**config.mk**
```make
export PLATFORM = sky130hd
export DESIGN_NAME = ceas_alarma
export DESIGN_NICKNAME = d
export VERILOG_FILES = /design/src/rtl/ceas_alarma.sv
export SDC_FILE = /design/constraint.sdc
export NUM_CORES = 1
export LEC_CHECK = 0
export ABC_AREA = 1
export CAP_MARGIN = 20
export CORE_ASPECT_RATIO = 0.8
export CORE_UTILIZATION = 35
export DETAILED_ROUTE_END_ITERATION = 16
export GPL_ROUTABILITY_DRIVEN = 0
export SLEW_MARGIN = 20
export SYNTH_ARGS = -nofsm -noshare
export SYNTH_HDL_FRONTEND = slang
export SYNTH_SLANG_ARGS = --single-unit
export TNS_END_PERCENT = 20
```
**constraint.sdc**
```tcl
create_clock -name clock -period 2.3 [get_ports clock]
set_input_delay 0.46 -clock clock [delete_from_list [all_inputs] [get_ports clock]]
set_output_delay 0.46 -clock clock [all_outputs]
set_load 0.005 [all_outputs]
```
**src/rtl/ceas_alarma.sv**
```systemverilog
// Timekeeping and alarm core: prescaled hh:mm:ss clock, alarm register and
// a three-state alarm FSM that rings on an hh:mm match at minute rollover.
module ceas_alarma #(
  parameter int unsigned DIV      = 50_000_000,
  parameter int unsigned RING_SEC = 60
) (
  input  logic       clock,
  input  logic       reset,
  input  logic [4:0] ore,
  input  logic [5:0] minute,
  input  logic       load_timp,
  input  logic       load_alarma,
  input  logic       semnal_stop,
  output logic [4:0] ore_curent,
  output logic [5:0] minute_curent,
  output logic [5:0] secunde,
  output logic [4:0] ore_alarma,
  output logic [5:0] minute_alarma,
  output logic       alarma_setata,
  output logic       alarma
);

  localparam int unsigned   PW        = (DIV > 2) ? $clog2(DIV) : 1;
  localparam logic [PW-1:0] PRESC_MAX = PW'(DIV - 1);
  localparam logic [5:0]    RING_LAST = 6'(RING_SEC - 1);

  typedef enum logic [1:0] {OPRIT, ARMAT, SUNA} state_e;

  state_e        state_q, state_d;
  logic [PW-1:0] presc_q, presc_d;
  logic [4:0]    hr_q, hr_d, ahr_q, ahr_d;
  logic [5:0]    mn_q, mn_d, sc_q, sc_d, amn_q, amn_d;
  logic [5:0]    ring_q, ring_d;
  logic          roll_q, roll_d;
  logic          in_ok, ld_t, ld_a, wrap, tick, match;

  always_comb begin
    in_ok = (ore <= 5'd23) && (minute <= 6'd59);
    ld_t  = load_timp && in_ok;
    ld_a  = load_alarma && in_ok;
    wrap  = (presc_q == PRESC_MAX);
    // a valid time load swallows a coincident prescaler wrap
    tick  = wrap && !ld_t;
    match = roll_q && (hr_q == ahr_q) && (mn_q == amn_q);
  end

  always_comb begin
    presc_d = presc_q;
    hr_d    = hr_q;
    mn_d    = mn_q;
    sc_d    = sc_q;
    ahr_d   = ahr_q;
    amn_d   = amn_q;
    roll_d  = tick && (sc_q == 6'd59);
    if (ld_t) begin
      hr_d    = ore;
      mn_d    = minute;
      sc_d    = '0;
      presc_d = '0;
    end else if (wrap) begin
      presc_d = '0;
      if (sc_q == 6'd59) begin
        sc_d = '0;
        if (mn_q == 6'd59) begin
          mn_d = '0;
          hr_d = (hr_q == 5'd23) ? '0 : hr_q + 5'd1;
        end else begin
          mn_d = mn_q + 6'd1;
        end
      end else begin
        sc_d = sc_q + 6'd1;
      end
    end else begin
      presc_d = presc_q + PW'(1);
    end
    if (ld_a) begin
      ahr_d = ore;
      amn_d = minute;
    end
  end

  always_comb begin
    state_d = state_q;
    ring_d  = ring_q;
    case (state_q)
      OPRIT: if (ld_a) state_d = ARMAT;
      ARMAT: begin
        if (!ld_a && match) begin
          state_d = SUNA;
          ring_d  = '0;
        end
      end
      SUNA: begin
        if (ld_a || semnal_stop) begin
          state_d = ARMAT;
        end else if (tick) begin
          if (ring_q == RING_LAST) state_d = ARMAT;
          else                     ring_d  = ring_q + 6'd1;
        end
      end
      default: state_d = OPRIT;
    endcase
  end

  always_ff @(posedge clock or negedge reset) begin
    if (!reset) begin
      state_q <= OPRIT;
      presc_q <= '0;
      hr_q    <= '0;
      mn_q    <= '0;
      sc_q    <= '0;
      ahr_q   <= '0;
      amn_q   <= '0;
      ring_q  <= '0;
      roll_q  <= 1'b0;
    end else begin
      state_q <= state_d;
      presc_q <= presc_d;
      hr_q    <= hr_d;
      mn_q    <= mn_d;
      sc_q    <= sc_d;
      ahr_q   <= ahr_d;
      amn_q   <= amn_d;
      ring_q  <= ring_d;
      roll_q  <= roll_d;
    end
  end

  assign ore_curent    = hr_q;
  assign minute_curent = mn_q;
  assign secunde       = sc_q;
  assign ore_alarma    = ahr_q;
  assign minute_alarma = amn_q;
  assign alarma_setata = (state_q != OPRIT);
  assign alarma        = (state_q == SUNA);

endmodule

```
==> qor.yml, run 1 <==
grt_use_met3_pct: 4.86
place_hpwl_um: 6370
avgSynthCellArea_um2: 7.34
hold_path_class: "input pin to async pin"
syn-cell-area_um2: 3640
cp_num_buf_inv: 3
p_int_mw: 2.63
placementRows: 32
yosysSeqAreaShare_pct: 43.3
cp_slowest_cell: "clkdlybuf4s50_1"
cts-root-buf: "clkbuf_16"
cp_top_family: "buffers and inverters"
syn-num-nets: 517
vias: 3274
place_ws_ps: 61.3
postCtsSetupRepairBufs: 0
pin_count: 46
grt_overflow: 0
gr-usage-met2_pct: 26.6
p_leak_nw: 2.21
async_flop_share_pct: 100
clock_latency_ps: 330
finalPower_mw: 3.72
io_buffers: 45
path_class: "flip-flop to output port"
synth_edf_count: 0
grt_first_pass_wirelength_um: 14600
hold_violations: 0
cts_tree: "built"
grt_max_degree: 33
firstDrtPassIters: 4
fin_crit_ps: 2070
antenna_found_initial: 0
cts_buffer_depth: 2
die_x_um: 116
worst_slew_pin_slew_ps: 575
synthSimpleGateAreaFrac_pct: 33.2
die_h_um: 93.2
ys_seq_elements: 63
core_um2: 9890
combPwrFrac_pct: 24.4
drc: 0
grt_setup_unrepaired: "no"
cts_sinks: 63
numCtsBuffers: 9
synth_xor_area_share_pct: 3.85
wire_per_inst_um: 12.5
synth_mux_area_share_pct: 0
synth-main-ff-cell: "dfrtp_1"
start_util_pct: 36.8
synth_top_family_by_area: "simple AND/OR/NAND/NOR gates"
cap_violations: 0
fmax_ghz: 0.483
slew_violations: 0
met1_usage_pct: 24.1
wirelength_um: 8670
synth_adder_area_share_pct: 1.72
drive_gt1_share_pct: 9.35
drt_iter0_drc: 189
antenna_cells: 0
cp-start-kind: "flip-flop"
synth-compound-area-share_pct: 9.63
crit_chain: "inv_1, nand2_1, inv_1, clkdlybuf4s50_1"
status: "complete, no violations"
slew_headroom_pct: 61.6
yosys_warnings: 0
cp.arrival_ps: 1610
grt.total_usage_pct: 17.7
area_growth_syn_to_layout_pct: 26.6
p_sw_mw: 1.10
setup_viol: 0
crit_top_cell: "inv_1"
cpPeakStageDelay_ps: 500
ys_types: 36
syn_inst: 496
cts_resized: 0
period_share_pct: 90.1
power.density_nw_per_um2: 808
timing.setup.tns_ps: 0
p_sw_share_pct: 29.5
antenna_left: 0
ir_drop_mv: 0.442
fin_nets: 573
htree_levels: 3
p_seq_share_pct: 37.0
grt_most_used_layer: "met2"
power_frac_clock_pct: 38.7
dieArea_um2: 10800
postCtsHoldBufs: 0
worstPathMaxFanout: 7
viasPerCell: 4.73
path_clk_slew_ps: 50
critical_path_required_ps: 1840
grt_pass1_vias: 3071
cp-end-kind: "output port"
setup_slack_ps: 228
finalClockSkew_ps: 7.73
-- Yosys cell counts, types with 7 or more instances --
library cell | n | share of area (%)
nand3_1 | 34 | 4.7
dfrtp_1 | 63 | 43
inv_1 | 65 | 6.7
nor3_1 | 7 | 0.96
nand2_1 | 129 | 13
a21oi_1 | 14 | 1.9
xor2_1 | 12 | 2.9
nor2_1 | 71 | 7.3
o21ai_0 | 32 | 4.4
nand4_1 | 8 | 1.4
nand2_2 | 8 | 1.4
-- cells by family after synthesis --
family,Yosys count
flops,63
compound gates,62
buf+inv,77
simple gates,273
fa+ha+maj,5
xor+xnor,16
-- path summary, 6_finish.rpt --
kind	cells after the start	startpoint	to	slack [ps]
max	4	state_q[0]	alarma	230
min	1	reset	minute_alarma[5]	130
max reg2reg	9	presc_q[0]	minute_curent[0]	370
min reg2reg	1	presc_q[0]	presc_q[0]	470
max in group asynchronous	2	reset	presc_q[9]	1590
min in group clock	1	presc_q[0]	presc_q[0]	470
-- state kept, by name, indices dropped and copies added (netlist names) --
| register | flops |
|---|---|
| minute_alarma | 6 |
| minute_curent | 6 |
| ore_alarma | 5 |
| ore_curent | 5 |
| presc_q | 26 |
| ring_q | 6 |
| roll_q | 1 |
| secunde | 6 |
| state_q | 2 |
-- area by class of cell --
| type | count | area, um^2 |
|---|---|---|
| inverter | 70 | 265 |
| clock buffer | 11 | 243 |
| sequential | 63 | 1580 |
| tap | 136 | 170 |
| multi-input combinational | 356 | 1760 |
| timing repair buffer | 52 | 523 |
| clock inverter | 4 | 70.1 |
| fill | 992 | 5280 |
-- through the flow --
| stage | std cells | cell area [um^2] | hold WS (ps) | util, % |
|---|---|---|---|---|
| 6_report | 692 | 4610 | 126 | 46.6 |
| 5_1_grt | 692 | 4610 | 161 | 46.6 |
| 4_1_cts | 692 | 4610 | 138 | 46.6 |
| 3_5_place_dp | 677 | 4300 | 457 | 43.4 |
| 3_3_place_gp | 677 | 4300 | 450 | 43.4 |
| 2_1_floorplan | 496 | 3640 | 164 | - |
-- cells in the final DEF (no fill, tap or decap), types with 7 or more instances in the layout --
cell type        instances
a21oi_1                 14
clkbuf_16                9
clkdlybuf4s50_1         44
dfrtp_1                 63
inv_1                   65
nand2_1                129
nand2_2                  8
nand3_1                 34
nand4_1                  8
nor2_1                  71
nor3_1                   7
o21ai_0                 32
xor2_1                  12
-- worst register-to-register path, cell delays in order (launching register included) --
cell,delay (ps)
dfrtp_1,370
ha_1,210
nand4_2,150
nor2_2,210
inv_2,100
o21ai_4,270
inv_4,160
nor2_8,240
nand2_1,90
o21ai_1,80
-- layer usage --
metal  routed length, um  up-vias
met5                   0        -
met4                 114        0
met3                 442       11
met2                3790       77
met1                4320     1499
li1                    -     1687
-- power groups by stage --
stage / Combinational (mW) / Sequential, mW / Clock [mW]
3_5_place_dp: 0.908 / 1.39 / 0
2_1_floorplan: 0.502 / 1.37 / 0
5_1_grt: 1.03 / 1.40 / 1.52
6_report: 0.907 / 1.38 / 1.44
3_3_place_gp: 0.895 / 1.39 / 0
4_1_cts: 0.911 / 1.37 / 1.47
No activity file was read; power rests on OpenSTA's default activity.
==> run 2: changes to the inputs <==
--- a/config.mk
+++ b/config.mk
@@ -7,7 +7,6 @@
 export LEC_CHECK = 0
 export ABC_AREA = 1
 export CAP_MARGIN = 20
-export CORE_ASPECT_RATIO = 0.8
 export CORE_UTILIZATION = 35
 export DETAILED_ROUTE_END_ITERATION = 16
 export GPL_ROUTABILITY_DRIVEN = 0
==> run 2 against run 1 <==
Effect of this change:
- hold slack worse by 15 ps
- fmax is 0.57% lower
- non-clock buffer count decreased by 2
- clock skew increased by 1.7 ps
- critical endpoint unchanged
- combinational power down 1%
- sequential power is essentially flat
- largest power group is now registers
- first-iteration DRC count shrank 17%
- critical path type unchanged
==> qor.yml, run 2 (synthesized netlist as in run 1, its figures left out) <==
worstPathMaxFanout: 7  # unchanged
setup_slack_ps: 216  # -12.0 ps
cts_sinks: 63  # unchanged
power.density_nw_per_um2: 750  # -7.1%
reg2regPathDepth: 10  # +1
cap_violations: 0  # unchanged
drc: 0  # unchanged
core_um2: 9910  # +0.20%
grt_setup_unrepaired: "no"
critical_path_required_ps: 1840  # about the same
cts_resized: 0  # unchanged
worst_slew_pin_slew_ps: 575  # -0.112 ps
hold_violations: 0  # unchanged
grt_pass1_vias: 3193  # +4.0%
slew_headroom_pct: 61.7  # about the same
status: "complete, no violations"
cp.arrival_ps: 1620  # about the same
finalPower_mw: 3.38  # -9.3%
cp-end-kind: "output port"
fin_nets: 571  # -0.35%
path_class: "flip-flop to output port"
drive_gt1_share_pct: 9.01  # -0.34 points
largest_register_ffs: 26  # unchanged
path_clk_slew_ps: 70  # +20 ps
cp-start-kind: "flip-flop"
cts-root-buf: "clkbuf_8"
io_buffers: 45  # unchanged
final_common_cell: "nand2_1"
place_ws_ps: 61.9  # +0.661 ps
timing.setup.tns_ps: 0  # unchanged
vias: 3234  # -1.2%
clock_latency_ps: 340  # about the same
dieArea_um2: 10800  # about the same
wire_per_inst_um: 12.3  # -1.5%
drt_iter0_drc: 156  # -17%
top_register: "presc_q"
start_util_pct: 36.7  # -0.074 points
grt.total_usage_pct: 17.0  # -0.69 points
period_share_pct: 90.6  # +0.52 points
cts_buffer_depth: 2  # unchanged
worstReg2RegEnd: "ring_q[5]"
antenna_cells: 0  # unchanged
postCtsSetupRepairBufs: 0  # unchanged
finalNonFillerCells: 688  # -0.58%
hold_path_class: "input pin to async pin"
finalClockSkew_ps: 9.46  # +1.73 ps
ir_drop_mv: 0.522  # +18%
firstDrtPassIters: 4  # unchanged
die_x_um: 104  # -10%
place_inst: 672  # -0.74%
area_growth_syn_to_layout_pct: 23.7
grt_overflow: 0  # unchanged
fin_crit_ps: 2080  # +12.0 ps
r2r_start: "presc_q[0]"
slew_violations: 0  # unchanged
postCtsHoldBufs: 0  # unchanged
placementRows: 36  # +13%
numCtsBuffers: 9  # unchanged
fmax_ghz: 0.480  # -0.57%
viasPerCell: 4.70  # -0.65%
pin_count: 46  # unchanged
final_cell_mix: "nand2_1, nor2_1, inv_1"
p_leak_nw: 2.16  # -2.3%
wirelength_um: 8490  # -2.1%
setup_viol: 0  # unchanged
antenna_left: 0  # unchanged
place_hpwl_um: 6350  # -0.35%
r2r_slack_ps: 400  # +30 ps
grt_first_pass_wirelength_um: 14800  # +1.5%
cts_tree: "built"
grt_max_degree: 41  # +24%
htree_levels: 3  # unchanged
antenna_found_initial: 0  # unchanged
die_h_um: 104  # +12%
run 2: how the worst max path moves through the flow:
stage	startpoint	to	slack, ps	depth (start not counted)
after floorplan	presc_q[0]	minute_curent[0]	650	9
after global placement	minute[4]	ring_q[5]	170	12
after detailed placement	minute[4]	ring_q[1]	60	12
after CTS	state_q[0]	alarma	190	4
after global routing	state_q[0]	alarma	120	4
final	state_q[0]	alarma	220	4
run 2: area by class of cell:
class | count | area (um^2)
multi-input cells | 356 | 1760
inverters | 70 | 265
flip-flops and latches | 63 | 1580
clock inverters | 3 | 65.1
fillers | 1012 | 5410
well taps | 133 | 166
clock buffers | 13 | 159
repair buffers | 50 | 508
run 2: metrics by stage:
stage | util [%] | cell area, um^2 | hold WS (ps)
after floorplan | - | 3640 | 164
after global placement | 43.2 | 4280 | 451
after detailed placement | 43.2 | 4280 | 468
after CTS | 45.4 | 4500 | 117
after global routing | 45.4 | 4500 | 134
final | 45.4 | 4500 | 111
run 2: routing by layer:
layer  track usage, %  part of all wire [%]  up-vias
met4             5.00                   1.1        0
met3             4.14                   4.4        8
met1             21.6                    48     1479
li1                 -                     -     1683
met5                0                     0        -
met2             28.5                    46       64
run 2: power by group:
group          internal [mW]  total [mW]  switching [mW]
clock                  0.669        1.10           0.432
combinational          0.425       0.898           0.473
sequential              1.23        1.38           0.147
total                   2.32        3.38            1.05
run 2: critical path: stages (launching register included):
cell	delay, ps
dfrtp_1	360
inv_1	120
nand2_1	190
inv_1	110
clkdlybuf4s50_1	500
==> run 3: changes to the inputs <==
--- a/config.mk
+++ b/config.mk
@@ -7,9 +7,11 @@
 export LEC_CHECK = 0
 export ABC_AREA = 1
 export CAP_MARGIN = 20
-export CORE_UTILIZATION = 35
+export CORE_UTILIZATION = 56
 export DETAILED_ROUTE_END_ITERATION = 16
 export GPL_ROUTABILITY_DRIVEN = 0
+export MAX_ROUTING_LAYER = met4
+export PLACE_DENSITY = 0.81
 export SLEW_MARGIN = 20
 export SYNTH_ARGS = -nofsm -noshare
 export SYNTH_HDL_FRONTEND = slang
==> run 3 against run 2 <==
Effect of this change:
- critical path depth stayed put
- global-route usage is 11 points higher
- cell count is 7.8% lower
- sequential share of layout area is 0.90 points higher
- clock skew is 2.6 ps lower
- hold slack better by 350 ps
- first-iteration DRC count is 28% higher
- fmax is 0.32% higher
- power is 6.2% lower
- largest power group unchanged
==> qor.yml, run 3 (synthesized netlist as in run 1, its figures left out) <==
cts_sinks: 63  # unchanged
cp-start-kind: "flip-flop"
cts-root-buf: "clkbuf_8"
wl_met1_um: 3590  # -12%
path_class: "flip-flop to output port"
pin_count: 46  # unchanged
grt_max_degree: 37  # -9.8%
viasPerCell: 5.48  # +17%
finalClockSkew_ps: 6.89  # -2.56 ps
p_leak_nw: 2.14  # -0.92%
io_buffers: 45  # unchanged
final_common_cell: "nand2_1"
die_x_um: 82.6  # -21%
timing.setup.tns_ps: 0  # unchanged
placementRows: 29  # -19%
largest_register_ffs: 26  # unchanged
slew_violations: 0  # unchanged
worstPathMaxFanout: 7  # unchanged
grt_first_pass_wirelength_um: 14100  # -5.0%
dieArea_um2: 6830  # -37%
grt_pass1_vias: 3359  # +5.2%
critical_path_required_ps: 1840  # about the same
cts_buffer_depth: 2  # unchanged
drive_gt1_share_pct: 9.16  # +0.15 points
setup_slack_ps: 223  # +6.65 ps
grt.total_usage_pct: 28.3  # +11 points
drc: 0  # unchanged
path_clk_slew_ps: 70  # about the same
postCtsSetupRepairBufs: 0  # unchanged
slew_headroom_pct: 68.6  # +6.9 points
numCtsBuffers: 9  # unchanged
wirelength_um: 8670  # +2.2%
wire_per_inst_um: 13.7  # +11%
cts_resized: 0  # unchanged
cts_tree: "built"
maxUsedRoutingLayer: "met4"
setup_viol: 0  # unchanged
cp.arrival_ps: 1620  # about the same
antenna_left: 0  # unchanged
area_growth_syn_to_layout_pct: 20.6
reg2regPathDepth: 10  # unchanged
antenna_found_initial: 0  # unchanged
htree_levels: 3  # unchanged
die_h_um: 82.6  # -21%
met2_length_um: 4440  # +13%
cp-end-kind: "output port"
fmax_ghz: 0.481  # +0.32%
drt_iter0_drc: 199  # +28%
start_util_pct: 57.6  # +21 points
hold_path_class: "input pin to async pin"
period_share_pct: 90.3  # -0.29 points
grt_setup_unrepaired: "no"
fill_cells: 524  # -48%
fin_crit_ps: 2080  # -6.65 ps
postCtsHoldBufs: 1  # +1
worst_slew_pin_slew_ps: 471  # -104 ps
vias: 3475  # +7.5%
top_register: "presc_q"
power.density_nw_per_um2: 722  # -3.8%
fin_nets: 573  # +0.35%
core_um2: 6310  # -36%
place_ws_ps: 128  # +66.2 ps
antenna_cells: 0  # unchanged
cap_violations: 0  # unchanged
firstDrtPassIters: 5  # +1
status: "complete, no violations"
place_hpwl_um: 6370  # +0.32%
hold_violations: 0  # unchanged
clock_latency_ps: 340  # about the same
final_cell_mix: "nand2_1, nor2_1, inv_1"
grt_overflow: 0  # unchanged
ir_drop_mv: 0.407  # -22%
route.met3.wl_um: 423  # +13%
==> run 3: final cells by class <==
type	instances	area [um^2]	share of cell area (%)
repair buffers	52	513	11.7
well taps	77	96.3	2.20
clock buffers	13	159	3.62
clock inverters	3	17.5	0.399
flip-flops and latches	63	1580	35.9
multi-input cells	356	1760	40.1
inverters	70	265	6.05
==> run 3: critical path: stages (launching register included) <==
cell             delay [ps]
dfrtp_1                 360
inv_1                   120
nand2_1                 180
inv_1                   120
clkdlybuf4s50_1         500
==> run 3: final timing paths <==
check,from,end,slack [ps]
max reg2reg,presc_q[0],ring_q[0],410
min in group clock,presc_q[0],presc_q[0],460
max in group asynchronous,reset,presc_q[20],1130
min reg2reg,presc_q[0],presc_q[0],460
min,reset,ore_curent[1],460
max,state_q[0],alarma,220
==> run 3: metal layers <==
layer / up-vias / track usage, %
met5: - / -
met4: 0 / 14.8
met3: 20 / 5.05
met2: 114 / 50.2
met1: 1657 / 30.1
li1: 1684 / -
==> run 3: metrics by stage <==
step                power, mW  hold slack, ps  util [%]  instance area (um^2)  instances
floorplan                1.87             164         -                  3640        496
global placement         2.26             294      66.5                  4200        617
detailed placement       2.30             299      66.5                  4200        617
CTS                      3.18             464      69.5                  4390        634
global route             3.36             499      69.5                  4390        634
finish                   3.17             464      69.5                  4390        634
==> run 3: power by group <==
part	internal (mW)	switching, mW	total, mW
clock	0.447	0.423	0.870
combinational	0.425	0.499	0.924
sequential	1.23	0.144	1.37
total	2.10	1.07	3.17
